==> config.mk <==
export PLATFORM = sky130hd
export DESIGN_NAME = icache_refill_wr
export DESIGN_NICKNAME = d
export VERILOG_FILES = /design/src/rtl/icache_refill_wr.sv
export SDC_FILE = /design/constraint.sdc
export NUM_CORES = 1
export LEC_CHECK = 0
export CAP_MARGIN = 10
export CORE_ASPECT_RATIO = 1.2
export CORE_MARGIN = 4
export CORE_UTILIZATION = 37
export DETAILED_ROUTE_END_ITERATION = 10
export GPL_ROUTABILITY_DRIVEN = 0
export PLACE_DENSITY = 0.75
export SYNTH_ARGS = -nofsm -noshare
export SYNTH_HDL_FRONTEND = slang
export SYNTH_SLANG_ARGS = --single-unit
==> constraint.sdc <==
create_clock -name clk_i -period 1.88 [get_ports clk_i]
set_clock_uncertainty 0.1 [all_clocks]
set_input_delay 0.564 -clock clk_i [delete_from_list [all_inputs] [get_ports clk_i]]
set_output_delay 0.564 -clock clk_i [all_outputs]
set_load 0.005 [all_outputs]
==> src/rtl/icache_refill_wr.sv <==
// Instruction-cache line refill writer.
// Accepts one refill request, then takes 2^OWTH memory beats starting at the
// critical word. Each beat is written into the data array at {line, offset},
// and the offset wraps within the line. After a bus error, the remaining beats
// of the line are still drained but are no longer written. The refill ends with
// a done/err pulse that lines up with the last write slot.
// Optional feature macro: ICACHE_REFILL_CRIT_FWD_EN (forwards the critical word).
module icache_refill_wr #(
    parameter int DWTH = 32,
    parameter int LWTH = 3,
    parameter int OWTH = 3
) (
    input  logic                 clk_i,
    input  logic                 rst_i,
    input  logic                 req_vld_i,
    output logic                 req_rdy_o,
    input  logic [LWTH-1:0]      req_line_i,
    input  logic [OWTH-1:0]      req_word_i,
    input  logic                 rsp_vld_i,
    output logic                 rsp_rdy_o,
    input  logic [DWTH-1:0]      rsp_data_i,
    input  logic                 rsp_err_i,
    output logic                 wen_o,
    output logic [LWTH+OWTH-1:0] waddr_o,
    output logic [DWTH-1:0]      wdata_o,
    output logic                 crit_vld_o,
    output logic [DWTH-1:0]      crit_data_o,
    output logic                 done_o,
    output logic                 err_o
);

    typedef enum logic [1:0] {
        S_IDLE = 2'd0,
        S_FILL = 2'd1,
        S_DONE = 2'd2
    } state_t;

    state_t          r_state;
    logic [LWTH-1:0] r_line;
    logic [OWTH-1:0] r_offset;
    logic [OWTH-1:0] r_count;
    logic            r_err;

    logic            w_beat;
    logic            w_last;
    logic            w_err_now;

    // A beat counts only while filling; beats offered at any other time are ignored.
    assign w_beat    = (r_state == S_FILL) && rsp_vld_i;
    assign w_last    = (r_count == {OWTH{1'b1}});
    assign w_err_now = r_err | rsp_err_i;

    assign req_rdy_o = (r_state == S_IDLE);
    assign rsp_rdy_o = (r_state == S_FILL);

    // Refill sequencer, plus the registered write port and completion outputs.
    always_ff @(posedge clk_i or posedge rst_i) begin
        if (rst_i) begin
            r_state  <= S_IDLE;
            r_line   <= '0;
            r_offset <= '0;
            r_count  <= '0;
            r_err    <= 1'b0;
            wen_o    <= 1'b0;
            waddr_o  <= '0;
            wdata_o  <= '0;
            done_o   <= 1'b0;
            err_o    <= 1'b0;
        end else begin
            // Pulses default low and are raised only in the cycle they apply.
            wen_o  <= 1'b0;
            done_o <= 1'b0;
            err_o  <= 1'b0;
            case (r_state)
                S_IDLE: begin
                    if (req_vld_i) begin
                        r_line   <= req_line_i;
                        r_offset <= req_word_i;
                        r_count  <= '0;
                        r_err    <= 1'b0;
                        r_state  <= S_FILL;
                    end
                end
                S_FILL: begin
                    if (w_beat) begin
                        // Once an error is seen, drop this write and every later one.
                        wen_o    <= ~w_err_now;
                        waddr_o  <= {r_line, r_offset};
                        wdata_o  <= rsp_data_i;
                        r_err    <= w_err_now;
                        r_offset <= r_offset + OWTH'(1);
                        r_count  <= r_count + OWTH'(1);
                        if (w_last) begin
                            done_o  <= 1'b1;
                            err_o   <= w_err_now;
                            r_state <= S_DONE;
                        end
                    end
                end
                S_DONE: begin
                    r_state <= S_IDLE;
                end
                default: begin
                    r_state <= S_IDLE;
                end
            endcase
        end
    end

`ifdef ICACHE_REFILL_CRIT_FWD_EN
    logic [DWTH-1:0] r_crit_data;
    logic            r_crit_vld;

    // Forward the first beat of the line to the fetch path, but only if it is error-free.
    always_ff @(posedge clk_i or posedge rst_i) begin
        if (rst_i) begin
            r_crit_vld  <= 1'b0;
            r_crit_data <= '0;
        end else begin
            r_crit_vld <= 1'b0;
            if (w_beat && (r_count == '0) && !rsp_err_i) begin
                r_crit_vld  <= 1'b1;
                r_crit_data <= rsp_data_i;
            end
        end
    end

    assign crit_vld_o  = r_crit_vld;
    assign crit_data_o = r_crit_data;
`else
    assign crit_vld_o  = 1'b0;
    assign crit_data_o = '0;
`endif

endmodule

==> impl_metrics.csv <==
group,metric,value,unit
placed_design,place_hpwl,3.73,mm
finish,drive_gt1_share,27.8,%
clock_network,clk-insertion-delay-late,0.30,ns
finish,synthToLayoutAreaGrowth,45.5,%
drt,dr_wl_met2,2.47,mm
finish,fin_util,56.1,%
clock_network,numClockSinks,53,
worst_setup_path,cp-start-kind,"register",
worst_setup_path,reg2reg_slack,0.14,ns
sta,setup_ws,0.0370,ns
job,timing.max_cap.violations,0,
yosys,synth.distinct_cells,28,
drt,wl_per_cell,13.9,um
worst_setup_path,critPathMaxFanout,2,
drt,ant_nets,0,
drt,wl_met3,473,um
sta,rsz0062_at_grt,"yes",
min_path,min_path_type,"register to register",
power,switching_share,27.8,%
grt,gr-usage-all-layers,12.1,%
worst_setup_path,cp.required,1.22,ns
worst_setup_path,cp_num_buf_inv,1,
drt,top_layer_used,"met4",
grt,gr-total-overflow,0,
yosys,yosys-top-cells-area,"dfrtp_1, mux2_4, buf_4, mux2_2, buf_6",
grt,grt_first_pass_wirelength,7.92,mm
yosys,yosys_register_bits,53,
worst_setup_path,criticalPathCategory,"register to primary output",
grt,antenna_found_initial,0,
power,pwr-share-comb,44.6,%
finish,fin_cells,376,
power,power.density,1190,nW/um^2
sta,max_freq,543,MHz
clock_network,cts_buffers,5,
floorplanning,dieHeight,98.3,um
sta,period_share,98.0,%
placed_design,io_buffers,85,
yosys,synthesis.area,2520,sq um
sta,finalHoldViolCount,0,
worst_setup_path,worst_ep_arrival_time,1.18,ns
power,power_switching,1.21,mW
yosys,netlist_instances,179,
sta,holdWs,0.399,ns
drt,first_iter_violations,29,
min_path,hold_path_depth,1,
power,p_leak,1.84,nW
sta,setup_viol,0,
floorplanning,core,6530,sq um
finish,final_common_cell,"clkdlybuf4s50_1",
yosys,yosysWarnings,0,
clock_network,cts_max_level,2,
finish,mostFrequentLayoutCells,"clkdlybuf4s50_1, dfrtp_1, mux2_4",
yosys,yosysSeqAreaShare,52.7,%
power,p_int,3.14,mW
clock_network,clk_path_buf_depth,2,
floorplanning,die_w,83.3,um
floorplanning,row_count,32,
power,finalPower,4.35,mW
worst_setup_path,rr_worst_depth,6,
power,pwr-share-clk,14.7,%
yosys,yosysTopAreaCell,"dfrtp_1",
worst_setup_path,cp-end-kind,"primary output",
worst_setup_path,worstPathCellList,"clkdlybuf4s50_1",
drt,drt-vias-per-instance,4.30,
clock_network,cts_tree,"built",
drt,met1_length,2.21,mm
worst_setup_path,critical_path.max_stage_delay,0.52,ns
finish,fin_area,3660,sq um
drt,routed_wl,5.21,mm
worst_setup_path,slowest_stage,"clkdlybuf4s50_1",
placed_design,dp_cells,355,
power,sequentialPowerShare,40.8,%
floorplanning,ios,119,
worst_setup_path,critPathTopFamily,"buffers and inverters",
yosys,syn_area_per_cell,14.1,sq um
placed_design,dpl-instance-area,3430,sq um
finish,fin_nets,336,
finish,antenna_cells,0,
placed_design,pre_cts_ws,-0.111,ns
power,vdd_drop_max,0.548,mV
floorplanning,dieArea,8190,sq um
clock_network,cts.clk_slew.worst_paths,0.10,ns
yosys,netlist.area_leader.share,52.7,%
grt,grt_pass1_vias,1569,
drt,vias,1618,
clock_network,cts-root-buf,"clkbuf_8",
clock_network,ctsHoldBuffers,0,
floorplanning,initial_utilization,38.6,%
sta,fin_crit,1.84,ns
sta,finalSetupTns,0,ns
drt,drc_errors,0,
grt,grt_max_degree,54,
sta,slew_viol_final,0,
run_status,outcome,"completed",
drt,drtPass1Iterations,4,
worst_setup_path,path_depth,1,
-- synth_stat cells (all sizes together) --
cell type	instances
nor3	3
conb	1
o221ai	1
a31oi	1
ha	3
o21bai	1
clkbuf	1
nor3b	1
mux2i	1
a21oi	5
o21ai	5
nor2b	3
nand3	1
mux2	43
buf	38
nand2b	1
nand2	3
inv	3
nor2	7
and4b	1
o31ai	1
and2b	1
dfrtp	53
a211o	1
-- layout make-up --
cell class,instances,area [sq um]
sequential,53,1330
clock inverter,2,13.8
tap,85,106
clock buffer,6,72.6
fill,546,2870
multi-input combinational,116,997
inverter,3,15.0
timing repair buffer,111,1130
-- kinds of logic after synthesis --
logic type	Yosys count	share of synthesized area, %
AO/OA/AOI/OAI	15	3.53
multiplexers	44	24.9
adder cells (fa/ha/maj)	3	1.49
buffers and inverters	42	12.4
flip-flops	53	52.7
AND/OR/NAND/NOR	21	4.82
other	1	0.149
-- sequential cells by signal (all words and copies together), names as in the netlist --
name and cells:
wdata_o 32, r_err 1, r_state 2, waddr_o 6, wen_o 1, done_o 1, err_o 1, r_count 3
r_line 3, r_offset 3
-- power by group through the flow --
stage / Clock [mW] / Combinational, mW / Sequential, mW
after floorplan: 0 / 0.986 / 1.79
after global placement: 0 / 1.80 / 1.80
after detailed placement: 0 / 1.85 / 1.81
after CTS: 0.657 / 1.87 / 1.79
after global routing: 0.706 / 2.10 / 1.82
final: 0.639 / 1.94 / 1.77
-- layer usage --
metal  vias to the layer above  GRT usage (%)
li1                        765              -
met1                       772           16.1
met2                        75           19.0
met3                         6           3.80
met4                         0           3.77
met5                         -              0
-- worst paths after layout --
path                                 start          end
min in group asynchronous            rst_i  wdata_o[14]
worst max register to register  r_state[0]   wdata_o[7]
max in group asynchronous            rst_i   r_count[2]
worst min-delay path            r_count[0]   r_count[0]
worst max-delay path            waddr_o[2]   waddr_o[2]
worst min register to register  r_count[0]   r_count[0]
-- worst reg2reg max path, cell delays in order, from the launching register on --
cell and delay [ns]:
dfrtp_1 0.42, buf_6 0.13, and2b_2 0.20, buf_4 0.14
nand2_4 0.10, buf_12 0.19, mux2_2 0.36
-- what timing repair did --
item / in CTS / in global routing
resized for setup: 6 / 17
setup buffers: 3 / 10
endpoints found under the setup margin: 2 / 23
hold endpoints to repair: 0 / 0
pin swaps: 0 / 0
Power figures use the tool's default switching activity.
